**src/rtl/filter_mode_sequencer.sv**
```systemverilog
// filter_mode_sequencer
//   Control stage in front of the OFF/IDLE/IIR/FIR filter datapath. The three
//   raw mode switches are synchronised and debounced as one vector. A change of
//   requested mode is made without clicks: the output is faded to silence, the
//   filter is flushed while the new mode is applied, and the output is faded
//   back in. The gain ramp is applied to the sample stream that comes back
//   from the filter.
//
// Ports
//   clk_i           clock
//   rst_ni          synchronous active-low reset
//   sw_i[2:0]       raw asynchronous switches: [0]=enable [1]=filter on [2]=1 IIR / 0 FIR
//   sample_valid_i  one-cycle strobe per audio sample
//   data_i          signed sample from the filter datapath
//   data_o          signed gain-ramped sample, registered one cycle after the strobe
//   data_valid_o    strobe delayed by one cycle, marks data_o as new
//   mode_o          to filter: 0=OFF 1=IDLE 2=IIR 3=FIR
//   flush_o         high while the filter must clear its internal state
//   busy_o          high whenever the sequencer is not in RUN

module filter_mode_sequencer #(
    parameter int DATA_W        = 16,
    parameter int SYNC_STAGES   = 2,
    parameter int DEBOUNCE_CYC  = 1000,
    parameter int RAMP_LOG2     = 4,
    parameter int FLUSH_SAMPLES = 32
) (
    input  logic                     clk_i,
    input  logic                     rst_ni,
    input  logic [2:0]               sw_i,
    input  logic                     sample_valid_i,
    input  logic signed [DATA_W-1:0] data_i,
    output logic signed [DATA_W-1:0] data_o,
    output logic                     data_valid_o,
    output logic [1:0]               mode_o,
    output logic                     flush_o,
    output logic                     busy_o
);

    localparam int GMAX   = 2 ** RAMP_LOG2;
    localparam int GAIN_W = RAMP_LOG2 + 1;
    localparam int DB_W   = $clog2(DEBOUNCE_CYC + 1);
    localparam int FL_W   = $clog2(FLUSH_SAMPLES + 1);
    localparam int PROD_W = DATA_W + RAMP_LOG2 + 1;

    localparam logic [GAIN_W-1:0] GAIN_MAX = GAIN_W'(GMAX);

    typedef enum logic [1:0] {
        MODE_OFF  = 2'd0,
        MODE_IDLE = 2'd1,
        MODE_IIR  = 2'd2,
        MODE_FIR  = 2'd3
    } mode_e;

    typedef enum logic [1:0] {
        ST_RUN,
        ST_FADE_OUT,
        ST_FLUSH,
        ST_FADE_IN
    } state_e;

    // ------------------------------------------------------------------
    // Switch synchroniser and whole-vector debounce
    // ------------------------------------------------------------------
    logic [SYNC_STAGES-1:0][2:0] sync;
    logic [2:0]                  synced;
    logic [2:0]                  candidate;
    logic [2:0]                  debounced;
    logic [DB_W-1:0]             db_cnt;

    assign synced = sync[SYNC_STAGES-1];

    always_ff @(posedge clk_i) begin
        if (!rst_ni) begin
            sync      <= '0;
            candidate <= '0;
            debounced <= '0;
            db_cnt    <= '0;
        end else begin
            sync <= {sync[SYNC_STAGES-2:0], sw_i};
            if (synced != candidate) begin
                candidate <= synced;
                db_cnt    <= '0;
            end else if (db_cnt == DB_W'(DEBOUNCE_CYC - 1)) begin
                // counter parks here; further equal cycles just re-accept
                debounced <= candidate;
            end else begin
                db_cnt <= db_cnt + DB_W'(1);
            end
        end
    end

    // ------------------------------------------------------------------
    // Requested filter mode from the debounced switches
    // ------------------------------------------------------------------
    mode_e target;

    always_comb begin
        target = MODE_OFF;
        if (!debounced[0]) begin
            target = MODE_OFF;
        end else if (!debounced[1]) begin
            target = MODE_IDLE;
        end else if (debounced[2]) begin
            target = MODE_IIR;
        end else begin
            target = MODE_FIR;
        end
    end

    // ------------------------------------------------------------------
    // Mode-change sequencer
    // ------------------------------------------------------------------
    state_e            state;
    logic [GAIN_W-1:0] gain;
    logic [FL_W-1:0]   flush_cnt;

    always_ff @(posedge clk_i) begin
        if (!rst_ni) begin
            state     <= ST_RUN;
            gain      <= GAIN_MAX;
            flush_cnt <= '0;
            mode_o    <= MODE_OFF;
            flush_o   <= 1'b0;
            busy_o    <= 1'b0;
        end else begin
            case (state)
                ST_RUN: begin
                    gain <= GAIN_MAX;
                    if (target != mode_o) begin
                        state  <= ST_FADE_OUT;
                        busy_o <= 1'b1;
                    end
                end

                ST_FADE_OUT: begin
                    if (sample_valid_i && gain != '0) begin
                        gain <= gain - GAIN_W'(1);
                    end
                    // a reversal out of FADE_IN can arrive here already at
                    // zero gain, so silence is also detected without a strobe
                    if (gain == '0 || (sample_valid_i && gain == GAIN_W'(1))) begin
                        state     <= ST_FLUSH;
                        mode_o    <= target;
                        flush_cnt <= '0;
                        flush_o   <= 1'b1;
                    end
                end

                ST_FLUSH: begin
                    if (sample_valid_i) begin
                        if (flush_cnt == FL_W'(FLUSH_SAMPLES - 1)) begin
                            flush_cnt <= '0;
                            if (target == mode_o) begin
                                state   <= ST_FADE_IN;
                                flush_o <= 1'b0;
                            end else begin
                                // request moved on while flushing: apply it and
                                // flush for another full period
                                mode_o <= target;
                            end
                        end else begin
                            flush_cnt <= flush_cnt + FL_W'(1);
                        end
                    end
                end

                ST_FADE_IN: begin
                    if (sample_valid_i) begin
                        gain <= gain + GAIN_W'(1);
                    end
                    if (target != mode_o) begin
                        state <= ST_FADE_OUT;
                    end else if (sample_valid_i && gain == GAIN_MAX - GAIN_W'(1)) begin
                        state  <= ST_RUN;
                        busy_o <= 1'b0;
                    end
                end

                default: begin
                    state <= ST_RUN;
                end
            endcase
        end
    end

    // ------------------------------------------------------------------
    // Gain ramp on the sample stream (pre-update gain, floor shift)
    // ------------------------------------------------------------------
    logic signed [PROD_W-1:0] prod;

    always_comb begin
        prod = PROD_W'(data_i) * $signed({{(PROD_W - GAIN_W){1'b0}}, gain});
    end

    always_ff @(posedge clk_i) begin
        if (!rst_ni) begin
            data_o       <= '0;
            data_valid_o <= 1'b0;
        end else begin
            data_valid_o <= sample_valid_i;
            if (sample_valid_i) begin
                data_o <= DATA_W'(prod >>> RAMP_LOG2);
            end
        end
    end

endmodule

```
**config.mk**
```make
export PLATFORM = sky130hd
export DESIGN_NAME = filter_mode_sequencer
export DESIGN_NICKNAME = d
export VERILOG_FILES = /design/src/rtl/filter_mode_sequencer.sv
export SDC_FILE = /design/constraint.sdc
export NUM_CORES = 1
export LEC_CHECK = 0
export ABC_AREA = 1
export BUFFER_PORTS_ARGS = -buffer_cell sky130_fd_sc_hd__buf_2
export CORE_MARGIN = 1.5
export CORE_UTILIZATION = 45
export CTS_CLUSTER_SIZE = 30
export DETAILED_ROUTE_END_ITERATION = 16
export PLACE_DENSITY_LB_ADDON = 0.12
export SETUP_SLACK_MARGIN = 0.15
export SLEW_MARGIN = 20
export SYNTH_ARGS = -nofsm -noshare
export SYNTH_HDL_FRONTEND = slang
export SYNTH_SLANG_ARGS = --single-unit
```
**constraint.sdc**
```tcl
create_clock -name clk_i -period 5.4 [get_ports clk_i]
set_input_delay 1.62 -clock clk_i [delete_from_list [all_inputs] [get_ports clk_i]]
set_output_delay 1.62 -clock clk_i [all_outputs]
set_load 0.01 [all_outputs]
```
# [Word-level counts from Yosys, hierarchy flattened]
# Index checks and enable logic that the tools add are counted.
[totals] in_bits=22 word_cells=91 regBits=56 out_inout_bits=21
[classes] reduce_logical=18 n_mul=1 mux=32 n_bitwise=2 n_eq_ne=21 addsub=4
[op_table] cell="2-bit two-way mux" count=13
[op_table] cell="16-bit by 6-bit multiplier with 20-bit output" count=1
[op_table] cell="2-bit inequality test, second input constant" count=10
[op_table] cell="6-bit two-way mux" count=3
[op_table] cell="5-bit case mux with 3 select lines" count=1
[op_table] cell="6-bit case mux with 2 select lines" count=1
[op_table] cell="10-bit by 1-bit adder with 10-bit output, second input constant" count=1
[op_table] cell="10-bit equality test, second input constant" count=1
[op_table] cell="5-bit two-way mux" count=2
[op_table] cell="5-bit AND reduction" count=2
[op_table] cell="1-bit two-way mux" count=8
[op_table] cell="2-bit case mux with 4 select lines" count=1
[op_table] cell="6-bit by 1-bit adder with 6-bit output, second input constant" count=1
[op_table] cell="6-bit by 5-bit equality test with 1-bit output, second input constant" count=1
[op_table] cell="3-bit AND reduction" count=2
[op_table] cell="6-bit AND reduction" count=1
[op_table] cell="5-bit by 1-bit adder with 5-bit output, second input constant" count=1
[op_table] cell="5-bit by 1-bit equality test with 1-bit output, second input constant" count=1
[op_table] cell="5-bit by 4-bit equality test with 1-bit output, second input constant" count=1
[op_table] cell="5-bit zero test" count=1
[op_table] cell="5-bit nonzero test" count=1
[op_table] cell="5-bit by 1-bit subtractor with 5-bit output, second input constant" count=1
[op_table] cell="2-bit equality test, second input constant" count=2
[op_table] cell="1-bit case mux with 2 select lines" count=2
[op_table] cell="other kinds (15)" count=19

# [Logic depth before layout (Yosys ltp)]
[depth] word_depth=8 ltp_mapped=22 ltp_nobuf=20

# [Worst setup path after synthesis]
# OpenSTA, ideal clock, no wires.
[synth_timing] path_type="input -> register" startpoint="in data_i[15]" endpoint="reg data_o[14]" n_path_buf=0 arrival_time_ns=4.502 setup_slack_ns=0.789 t_required_ns=5.291 setup_time_ns=0.109 stages=15 path_cell_list="nand2_1 -> inv_1 -> fa_1 -> inv_1 -> fa_1 -> fa_1 -> inv_1 -> ha_1 -> nand2_1 -> nor4_1 -> nand2_1 -> nand3_1 -> nand3_1 -> nand2_1 -> inv_1"
[synth_between] elab_chain_len=1
[synth_lines] element="from (decl)" line_no="32" source="input logic signed [DATA_W-1:0] data_i,"
[synth_lines] element="16-bit by 6-bit multiplier with 20-bit output" line_no="193" source="prod = PROD_W'(data_i) * $signed({{(PROD_W - GAIN_W){1'b0}}, gain});"
[synth_lines] element="to (signal assigned)" line_no="203" source="data_o <= DATA_W'(prod >>> RAMP_LOG2);"
[synth_lines] element="to (decl)" line_no="33" source="output logic signed [DATA_W-1:0] data_o,"
# No other way between the ends.
# A chain may end at the register's enable or synchronous reset.

# [Worst setup path in the final report]
# Ends and elaborated chain as after synthesis.

==> key figures <==
Timing
  – Final setup vio count: 0
  – Final Max Tran Viols: 0
  – Measured slew at the worst slew-check pin: about 0.99 ns
  – RSZ-0062 raised after global routing: false
  – Max frequency: around 210 MHz
  – Slew headroom: 0.339
  – Final Hold Viols: 0
  – Min Tclk post-route: 4.69 ns
  – Fin Setup TNS: 0 ns
  – Period utilisation layout: 0.869
  – Final worst slack: 0.707 ns
  – Clock skew: 0.00389 ns
  – Hold_ws: roughly 0.42 ns

GRT
  – Vias in the first global route: 4810
  – First-pass GRT wire length: around 22000 µm
  – GRT overflow: 0
  – Largest net degree at the start of global routing: 32
  – Initial antenna violation count: 0
  – GRT Total Usage: 0.202

Logic synthesis
  – Post-synthesis simple-gate area fraction: 0.268
  – Synth Flop Type: dfxtp_1
  – Fraction of registers with async set/reset: 0
  – Avg Cell Area, Syn: 6.72 µm²
  – Synthesized area: around 0.0057 mm²
  – Post-synthesis cell type count: 43
  – Seq cells post-synth: 56
  – Synth Area in Adders: 0.260
  – Post-synthesis mux area share: 0
  – EDFF count, synth: 0
  – Post-Synth XOR/XNOR Area: 0.0325
  – Largest family of logic cells by synthesized area: simple AND/OR/NAND/NOR gates
  – Synthesis Warnings: 0
  – Register area share after synthesis: 0.198
  – Syn Inst Count: 842
  – Post-synthesis compound-gate area fraction: 0.0754
  – Syn nets: 954

Clock tree
  – Clock Path Buffers: 2
  – Clk root buf: clkbuf_16
  – Htree depth: 2
  – Post_cts resized: 0
  – # hold bufs at CTS: 0
  – Post-CTS Setup Bufs: 0
  – TritonCTS clock tree: yes
  – Sink Count: between 50 and 60
  – Reg clk slew, reported paths: 0.07 ns
  – Worst-Skew Late Latency: ~0.30 ns
  – TritonCTS Buffers: 5

Power
  – Max VDD drop: between 0.1 and 0.15 mV
  – Leakage: 0.00372 µW
  – P per Cell Area: 143 mW/mm²

Worst setup path
  – Startpoint Class: primary input
  – WS Path Type: primary input to flip-flop
  – Reg2Reg Depth: 15
  – Flop2flop setup slack: roughly 1.1 ns
  – Worst endpoint data arrival time: 4.90 ns
  – CP Capture Type: flip-flop
  – Req. time, crit path: 5.60 ns
  – CP Max Fanout: 6

Placed design
  – Buffers added on ports: 42
  – DP Worst Slack: 0.400 ns
  – Final GP Congestion: ~0.8
  – Post-DP HPWL: roughly 9700 µm

Floorplanning
  – I/O Pins: 43
  – Height of the die: 115 µm
  – Die W: 115 µm
  – Core region area: 0.0121 mm²
  – Die area: 0.0133 mm²
  – Initial Util: 0.467
  – FP Rows: 40

Route
  – Drt pass-1 iters: 4
  – 1st-iter DRT viols: 269
  – Vias post-DR: 4837
  – Vias per inst: 4.64
  – DRT Wirelength: around 12000 µm
  – Antenna-violating nets left: 0
  – Wirelength per Cell: 11.7 µm
  – DR DRC count: 0

Final layout
  – FILL cells: 1266
  – Antenna diode count: 0
  – Fraction of layout cells with a size suffix above 1: 0.0823
  – P&R area growth vs syn: 8.65%
  – Final nets: 986
  – Final core utilization: 0.507

Outcome
  – Status: finished clean

Min path
  – Hold Crit Depth: 2
  – Worst min path class: flip-flop to flip-flop

Flow run
  – Max-Cap Viols: 0
-- state kept, by name (all words and copies together), names as in the netlist, 2 cells and up --
name and cells:
gain 5, db_cnt 10, state 2, data_o 16
sync 3, flush_cnt 6, candidate 3, mode_o 2
synced 3, debounced 3
-- routing by layer --
| metal | track usage | up-vias | share of wire |
|---|---|---|---|
| met1 | 0.266 | 2175 | 0.48 |
| met2 | 0.351 | 77 | 0.47 |
| met3 | 0.0185 | 16 | 0.028 |
| met5 | 0 | - | 0 |
| met4 | 0.0617 | 0 | 0.019 |
| li1 | - | 2569 | - |
-- critical path, stage by stage --
cell and delay, ns:
buf_2 0.13, nand2_1 0.11, inv_1 0.11, fa_1 0.57
inv_1 0.11, fa_1 0.51, fa_1 0.54, inv_1 0.04
ha_1 0.36, nand2_1 0.11, nor4_1 0.28, nand2_1 0.11
nand3_1 0.08, nand3_1 0.08, nand2_1 0.08, inv_1 0.03
-- power by group --
part / internal [µW] / total (µW) / switching (µW)
sequential: 426 / 433 / 7.70
clock: 174 / 331 / 158
combinational: 41.7 / 116 / 74.2
total: 641 / 880 / 240
-- final cells by class --
class	instances	area, µm²	share of cell area
multi-input combinational	544	3600	0.586
sequential	56	1120	0.182
inverter	223	845	0.137
timing repair buffer	44	225	0.0366
tap	168	210	0.0342
clock buffer	6	129	0.0210
clock inverter	2	16.3	0.00265
-- metrics by stage --
stage	instance area, µm²	power (µW)	instances
global route	6150	929	1043
global placement	6000	557	1035
floorplan	5660	517	842
finish	6150	880	1043
detailed placement	6000	560	1035
CTS	6150	890	1043
-- kinds of logic after synthesis --
logic type	count (synthesis)
AO/OA/AOI/OAI	76
XOR/XNOR	21
adder cells (fa/ha/maj)	90
buffers and inverters	242
flip-flops	56
AND/OR/NAND/NOR	357
-- layout by cell type, fill, tap and decap left out, drive strengths merged, types with 4 or more instances in the layout --
master,count
a21oi,29
buf,44
clkbuf,6
dfxtp,56
fa,46
ha,44
inv,223
nand2,208
nand3,44
nand4,4
nor2,81
nor3,8
nor4,4
o21ai,33
xnor2,8
xor2,13
-- synth_stat cells (8+ instances only) --
master / n / area (µm²)
nor3_1: 8 / 40.0
inv_1: 218 / 818
a21oi_1: 28 / 140
clkbuf_1: 8 / 30.0
o21ai_0: 30 / 150
nand3_1: 44 / 220
fa_1: 46 / 921
nand2_1: 202 / 758
ha_1: 44 / 551
nor2_1: 76 / 285
xor2_1: 13 / 114
xnor2_1: 8 / 70.1
dfxtp_1: 56 / 1120
-- worst paths after layout --
| kind | from | endpoint |
|---|---|---|
| max reg2reg | gain[0] | data_o[14] |
| min reg2reg | sync[2] | synced[2] |
| max | data_i[15] | data_o[14] |
| min | sync[2] | synced[2] |
Note: power is estimated with default switching activity, not from simulation.
